<file path="src/rtl/kgp_pkg.sv">
// kgp_pkg: shared definitions for the KGP-RISC fetch stage.
//   fetch_state_t : fetch controller states
//   INSTR_W       : instruction word width
//   PC_STEP       : byte distance between consecutive instruction words
package kgp_pkg;

    typedef enum logic [2:0] {
        IDLE  = 3'd0,
        FETCH = 3'd1,
        DRAIN = 3'd2,
        FULL  = 3'd3,
        FAULT = 3'd4
    } fetch_state_t;

    localparam int unsigned INSTR_W = 32;
    localparam int unsigned PC_STEP = 4;

endpackage

</file>
<file path="src/rtl/kgp_fetch_unit.sv">
// kgp_fetch_unit: instruction-fetch stage of the KGP-RISC multi-cycle core.
// Owns the PC, issues word reads over a req/ack bus, latches the returned
// word into the IR and offers it downstream over valid/ready. Taken-branch
// redirects retarget the PC; a bus error parks the unit until reset.
// Ports:
//   clk, reset                 clock, asynchronous active-high reset
//   fetch_en                   permits new fetch requests
//   imem_req/imem_addr         registered read request and word address
//   imem_ack/imem_rdata/imem_err  memory response (err qualified by ack)
//   ir/ir_pc/npc/ir_valid      held instruction, its PC, PC+4, valid flag
//   ir_ready                   consumer accepts the held instruction
//   redirect/redirect_pc       taken-branch pulse and target
//   fault                      sticky fetch bus error
module kgp_fetch_unit
    import kgp_pkg::*;
#(
    parameter int unsigned        ADDR_W   = 32,
    parameter logic [ADDR_W-1:0] RESET_PC = {ADDR_W{1'b0}}
) (
    input  logic               clk,
    input  logic               reset,
    input  logic               fetch_en,
    output logic               imem_req,
    output logic [ADDR_W-1:0]  imem_addr,
    input  logic               imem_ack,
    input  logic [INSTR_W-1:0] imem_rdata,
    input  logic               imem_err,
    output logic [INSTR_W-1:0] ir,
    output logic [ADDR_W-1:0]  ir_pc,
    output logic [ADDR_W-1:0]  npc,
    output logic               ir_valid,
    input  logic               ir_ready,
    input  logic               redirect,
    input  logic [ADDR_W-1:0]  redirect_pc,
    output logic               fault
);

    fetch_state_t      state_r;
    logic [ADDR_W-1:0] pc_r;
    logic [ADDR_W-1:0] pc_inc_s;
    logic [ADDR_W-1:0] redirect_tgt_s;

    // Next sequential PC; wraps naturally at ADDR_W bits.
    assign pc_inc_s       = pc_r + ADDR_W'(PC_STEP);
    // Branch targets are forced word-aligned.
    assign redirect_tgt_s = redirect_pc & {{(ADDR_W-2){1'b1}}, 2'b00};

    // Fetch controller: state, PC, bus request and instruction register.
    always_ff @(posedge clk or posedge reset) begin
        if (reset) begin
            state_r   <= IDLE;
            pc_r      <= RESET_PC;
            imem_req  <= 1'b0;
            imem_addr <= {ADDR_W{1'b0}};
            ir        <= {INSTR_W{1'b0}};
            ir_pc     <= {ADDR_W{1'b0}};
            npc       <= {ADDR_W{1'b0}};
            ir_valid  <= 1'b0;
            fault     <= 1'b0;
        end else begin
            case (state_r)
                IDLE: begin
                    if (redirect) begin
                        pc_r     <= redirect_tgt_s;
                        ir_valid <= 1'b0;
                    end else if (fetch_en) begin
                        imem_req  <= 1'b1;
                        imem_addr <= pc_r;
                        state_r   <= FETCH;
                    end else begin
                        imem_req <= 1'b0;
                    end
                end
                FETCH: begin
                    if (redirect) begin
                        pc_r     <= redirect_tgt_s;
                        ir_valid <= 1'b0;
                        if (imem_ack) begin
                            // Response for the stale address is dropped and
                            // the target is requested right away.
                            imem_req  <= 1'b1;
                            imem_addr <= redirect_tgt_s;
                            state_r   <= FETCH;
                        end else begin
                            // Request stays on the bus until memory answers.
                            state_r <= DRAIN;
                        end
                    end else if (imem_ack) begin
                        imem_req <= 1'b0;
                        if (imem_err) begin
                            fault   <= 1'b1;
                            state_r <= FAULT;
                        end else begin
                            ir       <= imem_rdata;
                            ir_pc    <= pc_r;
                            npc      <= pc_inc_s;
                            pc_r     <= pc_inc_s;
                            ir_valid <= 1'b1;
                            state_r  <= FULL;
                        end
                    end else begin
                        imem_req <= 1'b1;
                    end
                end
                DRAIN: begin
                    if (redirect) begin
                        pc_r <= redirect_tgt_s;
                    end else begin
                        pc_r <= pc_r;
                    end
                    if (imem_ack) begin
                        // Stale response retired; restart at the latest PC.
                        if (fetch_en) begin
                            imem_req  <= 1'b1;
                            imem_addr <= redirect ? redirect_tgt_s : pc_r;
                            state_r   <= FETCH;
                        end else begin
                            imem_req <= 1'b0;
                            state_r  <= IDLE;
                        end
                    end else begin
                        imem_req <= 1'b1;
                    end
                end
                FULL: begin
                    if (redirect || ir_ready) begin
                        // Redirect squashes the held word even if ir_ready
                        // is high in the same cycle.
                        ir_valid <= 1'b0;
                        if (redirect) begin
                            pc_r <= redirect_tgt_s;
                        end else begin
                            pc_r <= pc_r;
                        end
                        if (fetch_en) begin
                            imem_req  <= 1'b1;
                            imem_addr <= redirect ? redirect_tgt_s : pc_r;
                            state_r   <= FETCH;
                        end else begin
                            imem_req <= 1'b0;
                            state_r  <= IDLE;
                        end
                    end else begin
                        ir_valid <= 1'b1;
                    end
                end
                FAULT: begin
                    imem_req <= 1'b0;
                    ir_valid <= 1'b0;
                    fault    <= 1'b1;
                end
                default: begin
                    imem_req <= 1'b0;
                    ir_valid <= 1'b0;
                    state_r  <= IDLE;
                end
            endcase
        end
    end

endmodule

</file>
<file path="config.mk">
export PLATFORM = sky130hd
export DESIGN_NAME = kgp_fetch_unit
export DESIGN_NICKNAME = d
export VERILOG_FILES = /design/src/rtl/kgp_pkg.sv /design/src/rtl/kgp_fetch_unit.sv
export SDC_FILE = /design/constraint.sdc
export NUM_CORES = 1
export LEC_CHECK = 0
export BUFFER_PORTS_ARGS = -buffer_cell sky130_fd_sc_hd__buf_2
export CAP_MARGIN = 15
export CORE_MARGIN = 2
export CORE_UTILIZATION = 57
export DETAILED_ROUTE_END_ITERATION = 7
export PLACE_DENSITY = 0.94
export SYNTH_ARGS = -nofsm -noshare
export SYNTH_HDL_FRONTEND = slang
export SYNTH_SLANG_ARGS = --single-unit
</file>
<file path="constraint.sdc">
create_clock -name clk -period 11.5 [get_ports clk]
set_input_delay 0.575 -clock clk [delete_from_list [all_inputs] [get_ports clk]]
set_output_delay 0.575 -clock clk [all_outputs]
set_load 0.02 [all_outputs]
</file>
# Word-level counts from Yosys, hierarchy flattened
# Index checks and enable logic that the tools add are counted.
# totals
ff_bits	166
inputBits	71
out_inout_bits	131
elab_cells	85
# op_classes
n_addsub	1
n_eq_ne	16
n_mux	42
n_bitwise	4
n_reduce_logical	13
# ops
cell	n
32-bit two-way mux	12
32-bit one-hot mux with 4 select lines	1
32-bit one-hot mux with 3 select lines	1
32-bit by 3-bit adder with 32-bit output (second input constant)	1
3-bit two-way mux	7
2-bit inequality test (second input constant)	9
1-bit two-way mux	16
4-bit AND reduction	4
3-bit one-hot mux with 5 select lines	1
3-bit inequality test (second input constant)	3
1-bit one-hot mux with 4 select lines	2
7-bit AND reduction	1
3-bit by 2-bit equality test with 1-bit output (second input constant)	2
6-bit AND reduction	1
1-bit inverter	4
4-bit nonzero test	1
3-bit by 1-bit equality test with 1-bit output (second input constant)	1
3-bit equality test (second input constant)	1
3-bit zero test	1
3-bit AND reduction	1
3-bit nonzero test	1
2-bit two-way mux	1
1-bit one-hot mux with 2 select lines	1
2-bit nonzero test	1
2 further kinds	2

# Longest topological paths before layout
# Gate-level depths: netlist (run 1).
# logic_depth
word_depth	5
depth_mapped	8
depth_no_buf	6

# Least setup slack after synthesis (run 1)
# No wires, ideal clock.
# synth_timing
path_type	in2reg
from	in redirect
to	reg pc_r[15]
setup_ns	0.126
arrival_ns	1.926
required_time_ns	11.374
setup_slack_ns	9.448
cell_stages	6
n_path_buf	2
cell_sequence	buf_2 -> and4bb_2 -> a211oi_4 -> o21ai_1 -> buf_2 -> a221o_1
# synth_between
elab_chain_cells	3
word_cells_on_any_way	9
cone_classes	eq/ne (3); mux (4); reduce/logical (2)
# synth_lines
item	line	text
from (decl)	kgp_fetch_unit.sv:33	input logic redirect,
32-bit two-way mux / 1-bit logical OR (equally long branches)	--	
32-bit two-way mux / 2-bit inequality test (equally long branches)	--	
32-bit one-hot mux with 3 select lines / 4-bit AND reduction (equally long branches)	--	
to (signal assigned)	kgp_fetch_unit.sv:64	pc_r <= redirect_tgt_s;
to (signal assigned)	kgp_fetch_unit.sv:76	pc_r <= redirect_tgt_s;
to (signal assigned)	kgp_fetch_unit.sv:97	pc_r <= pc_inc_s;
to (decl)	kgp_fetch_unit.sv:39	logic [ADDR_W-1:0] pc_r;
# Several ways; a longest one is shown, not always the timed one. The select of a mux whose other input is x is not followed.
# A chain may end at the register's enable or synchronous reset.

# Worst setup path after layout (run 1)
# layout_timing
from	in redirect
to	reg pc_r[19]
# The elaborated chain is that of the path after synthesis.

==> results_dict.tcl, run 1 <==
set metrics [dict create \
    synth-seq-cells 164 \
    rr_worst_depth 7 \
    r2r_end "pc_r[19]" \
    drive_gt1_share_pct 24.9 \
    critPathLaunchType "primary input" \
    synth_nets 928 \
    fmax_mhz 352 \
    path_depth 8 \
    cts.htree.levels 4 \
    synth_cells 856 \
    clockRootBuffer "clkbuf_16" \
    timing.final.max_slew_violations 0 \
    ys_warn_count 0 \
    drc_errors 0 \
    max_slew_margin_pct 20.2 \
    worst_pin_slew_ps 1190 \
    post_cts_resized 0 \
    crit_end "pc_r[19]" \
    layout_setup_ws_ps 8660 \
    cts_sinks 164 \
    yosysSeqAreaShare_pct 52.9 \
    dieArea_mm2 0.0146 \
    cts_made_buffers 17 \
    die_x_um 121 \
    clkLatencyLatePin_ps 420 \
    p_leak_uw 0.00484 \
    row_count 42 \
    cts.path.max_buffers 2 \
    power_density_mw_per_mm2 129 \
    min_period_ps 2840 \
    finalCritPeriodShare_pct 24.7 \
    syn_area_mm2 0.00776 \
    slowest_delay_ps 650 \
    initial_core_util_pct 58.6 \
    grt_overflow_total 0 \
    worst_ep_required_time_ps 11800 \
    ys.flop_type "dfrtp_1" \
    finalSetupViolCount 0 \
    first_pass_iters 7 \
    core_area_mm2 0.0132 \
    r2r_slack_ps 8700 \
    place_worst_setup_slack_ps 8120 \
    drt_iter0_drc 844 \
    io_pins 202 \
    die_h_um 121 \
    endpoint_kind "register" \
    path_buf_inv 3 \
    ir_worst_vdd_mv 0.103 \
    slowest_stage "buf_4" \
    timing.rr.start "state_r[1]" \
    drv_cap 0 \
    wirelength_mm 21.6 \
    detailroute.via_count 7030 \
    post_cts_buffers 0 \
    gp_congestion 0.903 \
    hpwl_mm 14.2 \
    fin_setup_tns_ps 0 \
    layout.nets 1085 \
    finalPower_uw 1200 \
    via_per_inst 5.84 \
    path_class "in2reg" \
    yosysMostFrequentCell "nand2_1" \
    outcome "completed" \
    avgSynthCellArea_um2 9.06 \
    grt_pass1_vias 6631 \
    areaGrowthSynthToFinish_pct 20.1 \
    portBuffers 199 \
    yosys.cell_types.count 59 \
    hold_class "in2async" \
    antenna_found_initial 1 \
    grt_use_total_pct 30.0 \
    finClkSkew_ps 11.9 \
    nFillCells 1036 \
    rsz0062_at_grt "no" \
    async_flop_share_pct 100 \
    synth_edf_count 0 \
    path_cells "buf_2 -> nor2_1 -> nand4_1 -> buf_4 -> buf_4 -> nor2_1 -> a32o_1 -> a31o_2" \
    routedWlPerCell_um 17.9 \
    synth.cells.most_frequent "nand2_1 (242), dfrtp_1 (164), a21oi_1 (58)" \
    clk_pin_slew_ps 60 \
    hold_viol_final 0 \
    cts_hold_buf 0 \
    grt_max_degree 101 \
    synth_top_cell_area_share_pct 52.9 \
    yosys.area.top_type "dfrtp_1" \
    netlist_top_cells_area "dfrtp_1 (53%), nand2_1 (12%), mux2i_1 (4.1%)" \
    cts_tree "built" \
    worstSetupStartpoint "redirect" \
    grt_pass1_wl_mm 34.0 \
    critical_path.top_delay_family "buffers and inverters" \
    path_max_fanout 69 \
    cp.arrival_ps 3140 \
    postRouteAntennaNets 0 \
]
[state kept, by name, summed over array words and instances (netlist names)]
name / count
fault: 1
ir: 32
ir_valid: 1
npc: 30
imem_addr: 32
pc_r: 32
ir_pc: 32
imem_req: 1
state_r: 3
[power by group]
group	internal [uW]	leakage, uW	switching, uW	total, uW
registers	584	0.00219	12.6	596
logic	22.5	0.00237	37.2	59.6
clock network	314	0.000278	227	541
[cell usage in the layout, fill, tap and decap left out, drive strengths merged, types with 3 or more instances in the layout]
cell type,n
a211oi,3
a21o,6
a21oi,58
a221o,4
a22oi,3
a32oi,5
and2,3
and3,8
and4,7
buf,206
clkbuf,20
clkinv,7
clkinvlp,3
dfrtp,164
inv,13
mux2i,32
nand2,242
nand3,23
nand4,13
nor2,55
nor2b,6
nor3,10
nor4,8
o211ai,3
o21ai,52
o22a,3
o22ai,6
or3,5
xnor2,16
xor2,12
[area by class of cell]
class | instances | area [um2] | share of cell area, %
sequential | 164 | 4100 | 44.1
multi-input combinational | 612 | 3300 | 35.4
timing repair buffer | 206 | 1060 | 11.4
clock buffer | 20 | 467 | 5.01
tap | 176 | 220 | 2.36
clock inverter | 12 | 104 | 1.12
inverter | 12 | 50.0 | 0.537
antenna | 1 | 2.50 | 0.0269
[routing by layer]
metal  track usage (%)  part of all wire [%]
met2              47.5                    48
met3              8.16                   8.9
met5                 0                     0
met1              38.8                    39
met4              13.6                   3.7
[worst min path at each step]
stage	from	endpoint	cells after the start
after floorplan	pc_r[0]	ir_pc[0]	2
after global placement	ir[24]	ir[24]	2
after detailed placement	fault	fault	1
after CTS	imem_rdata[8]	ir[8]	3
after global routing	imem_rdata[12]	ir[12]	3
final	reset	ir[12]	2
[logic make-up after synthesis]
| group | after synthesis | share of synthesized area (%) |
|---|---|---|
| AOI/OAI and AO/OA | 161 | 12.6 |
| muxes | 32 | 4.13 |
| xor gates and xnor gates | 28 | 3.16 |
| adders and majority gates | 1 | 0.161 |
| buffers and inverters | 80 | 4.73 |
| DFF | 164 | 52.9 |
| and+or+nand+nor | 390 | 22.3 |
[through the flow]
stage / util, % / hold slack, ps / std cells / area (um2)
4_1_cts: 70.1 / 329 / 1200 / 9280
3_5_place_dp: 65.8 / 449 / 1168 / 8710
2_1_floorplan: - / 453 / 856 / 7760
5_1_grt: 70.3 / 338 / 1203 / 9310
3_3_place_gp: 65.8 / 453 / 1168 / 8710
6_report: 70.3 / 336 / 1203 / 9310
(Power assumes the default switching activity.)
==> run 2, diff against run 1 <==
--- a/config.mk
+++ b/config.mk
@@ -5,12 +5,13 @@
 export SDC_FILE = /design/constraint.sdc
 export NUM_CORES = 1
 export LEC_CHECK = 0
+export ABC_AREA = 1
 export BUFFER_PORTS_ARGS = -buffer_cell sky130_fd_sc_hd__buf_2
 export CAP_MARGIN = 15
 export CORE_MARGIN = 2
-export CORE_UTILIZATION = 57
+export CORE_UTILIZATION = 49
 export DETAILED_ROUTE_END_ITERATION = 7
-export PLACE_DENSITY = 0.94
+export PLACE_DENSITY = 0.86
 export SYNTH_ARGS = -nofsm -noshare
 export SYNTH_HDL_FRONTEND = slang
 export SYNTH_SLANG_ARGS = --single-unit
==> constraint.sdc (replaced) <==
create_clock -name clk -period 2.4 [get_ports clk]
set_input_delay 0.12 -clock clk [delete_from_list [all_inputs] [get_ports clk]]
set_output_delay 0.12 -clock clk [all_outputs]
set_load 0.02 [all_outputs]
==> run 2 against run 1 <==
Against the previous run:
- die area rose by 21%
- clock skew fell by 3.4 ps
- utilization fell by 7.8 points
- total power rose to 13 times the previous value
- area after synthesis rose by 5.1%
- first-iteration DRC count rose by 8.3%
- critical path depth rose by 1
- synthesized cell count rose by 25%
- hold slack got worse by 320 ps
- global-route usage fell by 2.1 points
- sequential cell count did not move
- clock power rose to 4.9 times the previous value
==> results_dict.tcl, run 2 <==
set metrics [dict create \
    outcome "completed" \
    portBuffers 199 \
    io_pins 202 \
    async_flop_share_pct 100 \
    areaGrowthSynthToFinish_pct 25.9 \
    worst_pin_slew_ps 818 \
    finClkSkew_ps 8.53 \
    netlist_top_cells_area "dfrtp_1 (50%), nand2_1 (19%), o21ai_0 (6.3%)" \
    drc_errors 0 \
    synth-seq-cells 164 \
    cp.arrival_ps 2410 \
    synth_compound_area_share_pct 14.8 \
    layout_common_cells "nand2_1 (412), buf_2 (199), dfrtp_1 (164)" \
    path_class "reg2reg" \
    synth_mux_area_share_pct 0 \
    fin_util_pct 62.5 \
    routedWlPerCell_um 16.1 \
    synth_edf_count 0 \
    finalSetupViolCount 0 \
    synth_simple_gate_area_share_pct 26.2 \
    timing.final.max_slew_violations 0 \
    die_x_um 133 \
    cts.path.max_buffers 2 \
    yosys.cell_types.count 31 \
    path_max_fanout 24 \
    first_pass_iters 6 \
    drv_cap 0 \
    syn_area_mm2 0.00815 \
    rsz0062_at_grt "no" \
    clockRootBuffer "clkbuf_16" \
    cts_tree "built" \
    detailroute.via_count 8117 \
    layout_setup_ws_ps 328 \
    min_period_ps 2070 \
    fmax_mhz 483 \
    synth_cells 1072 \
    grt_overflow_total 0 \
    p_leak_uw 0.00541 \
    slowest_stage "inv_1" \
    fin_cells 1519 \
    yosysSeqAreaShare_pct 50.3 \
    cts_hold_buf 33 \
    worst_ep_required_time_ps 2730 \
    cts.htree.levels 4 \
    place_worst_setup_slack_ps 406 \
    power_density_mw_per_mm2 1530 \
    via_per_inst 5.34 \
    gp_congestion 0.896 \
    initial_core_util_pct 49.7 \
    synth_top_cell_area_share_pct 50.3 \
    fin_setup_tns_ps 0 \
    finalCritPeriodShare_pct 86.3 \
    synth_nets 1144 \
    drt_iter0_drc 914 \
    hpwl_mm 16.8 \
    wirelength_mm 24.5 \
    antenna_found_initial 1 \
    place_inst 1454 \
    ys.flop_type "dfrtp_1" \
    hold_ws_ps 17.6 \
    synth.cells.most_frequent "nand2_1 (412), dfrtp_1 (164), nor2_1 (109)" \
    hold_viol_final 0 \
    synthAdderAreaFrac_pct 0.153 \
    avgSynthCellArea_um2 7.60 \
    layout_commonest_cell "nand2_1" \
    row_count 47 \
    synthXorXnorAreaFrac_pct 2.26 \
    slowest_delay_ps 620 \
    grt_max_degree 98 \
    yosys.area.top_type "dfrtp_1" \
    post_cts_resized 0 \
    drive_gt1_share_pct 20.2 \
    grt_pass1_wl_mm 39.0 \
    die_h_um 133 \
    cts_made_buffers 17 \
    max_slew_margin_pct 45.4 \
    yosysMostFrequentCell "nand2_1" \
    endpoint_kind "register" \
    critPathLaunchType "register" \
    cp_common_cell "o21ai_0" \
    layout.nets 1358 \
    hold_class "in2reg" \
    core_area_mm2 0.0164 \
    cts_sinks 164 \
    dieArea_mm2 0.0177 \
    grt_pass1_vias 7578 \
    critical_path.top_delay_family "buffers and inverters" \
    clk_pin_slew_ps 60 \
    ir_worst_vdd_mv 1.15 \
    path_cells "inv_2 -> nor2_1 -> nand2_1 -> nor2_4 -> o21ai_0 -> nand3_2 -> inv_1 -> nand3_1 -> o21ai_0" \
    grt_use_total_pct 27.9 \
    clkLatencyLatePin_ps 430 \
    ys_warn_count 0 \
    post_cts_buffers 0 \
    synth_top_family_by_area "simple AND/OR/NAND/NOR gates" \
    postRouteAntennaNets 0 \
    path_buf_inv 2 \
]
## run 2: changes by cell type after synthesis, sizes merged, moves of 9 or more
| cell | change |
|---|---|
| nand2 | +170 |
| o21ai | +60 |
| nor2 | +55 |
| inv | +54 |
| mux2i | -32 |
| a21oi | -19 |
| a221oi | +18 |
| xnor2 | -16 |
| a22oi | +15 |
| a31oi | +12 |
| nand4 | -12 |
| xor2 | +9 |
## run 2: final cells by class
cell class              instances  area, um2
fillers                      1413       6150
flip-flops and latches        164       4100
multi-input cells             784       3540
repair buffers                252       1510
clock buffers                  18        439
well taps                     220        275
inverters                      67        256
clock inverters                13        124
diodes                          1       2.50
## run 2: metal layers
metal | wire length, um | up-vias | global-route usage [%] | share of wire, %
met3 | 2250 | 47 | 6.70 | 9.2
met4 | 599 | 0 | 9.80 | 2.4
met2 | 11000 | 422 | 43.0 | 45
li1 | - | 3900 | - | -
met5 | 0 | - | 0 | 0
met1 | 10700 | 3748 | 38.9 | 44
## run 2: worst paths after layout
check                      slack [ps]            start  depth (start not counted)       endpoint
max                               330       state_r[0]                          9        pc_r[3]
min                                20  redirect_pc[19]                          3  imem_addr[19]
max reg2reg                       330       state_r[0]                          9        pc_r[3]
min reg2reg                       470           ir[11]                          2         ir[11]
max in group asynchronous        1300            reset                          4         npc[2]
min in group asynchronous         160            reset                          3         npc[6]
## run 2: per-stage QoR
| step | instance area (um2) | power [uW] |
|---|---|---|
| final | 10300 | 15700 |
| after global routing | 10300 | 16800 |
| after CTS | 10300 | 15600 |
| after detailed placement | 9360 | 12900 |
| after global placement | 9360 | 12700 |
| after floorplan | 8160 | 10200 |
## run 2: kinds of logic after synthesis
group                      Yosys count
AOI/OAI and AO/OA                  210
xor gates and xnor gates            21
adders and majority gates            1
buffers and inverters              124
DFF                                164
and+or+nand+nor                    552
## run 2: tightest hold or removal path: stages
cell,delay [ps]
buf_2,90
a221oi_1,70
o21ai_0,140
## run 2: where the power goes
part           internal (uW)  switching (uW)  total [uW]
sequential              4100             912        5010
combinational           2560            5490        8060
clock                   1460            1160        2630
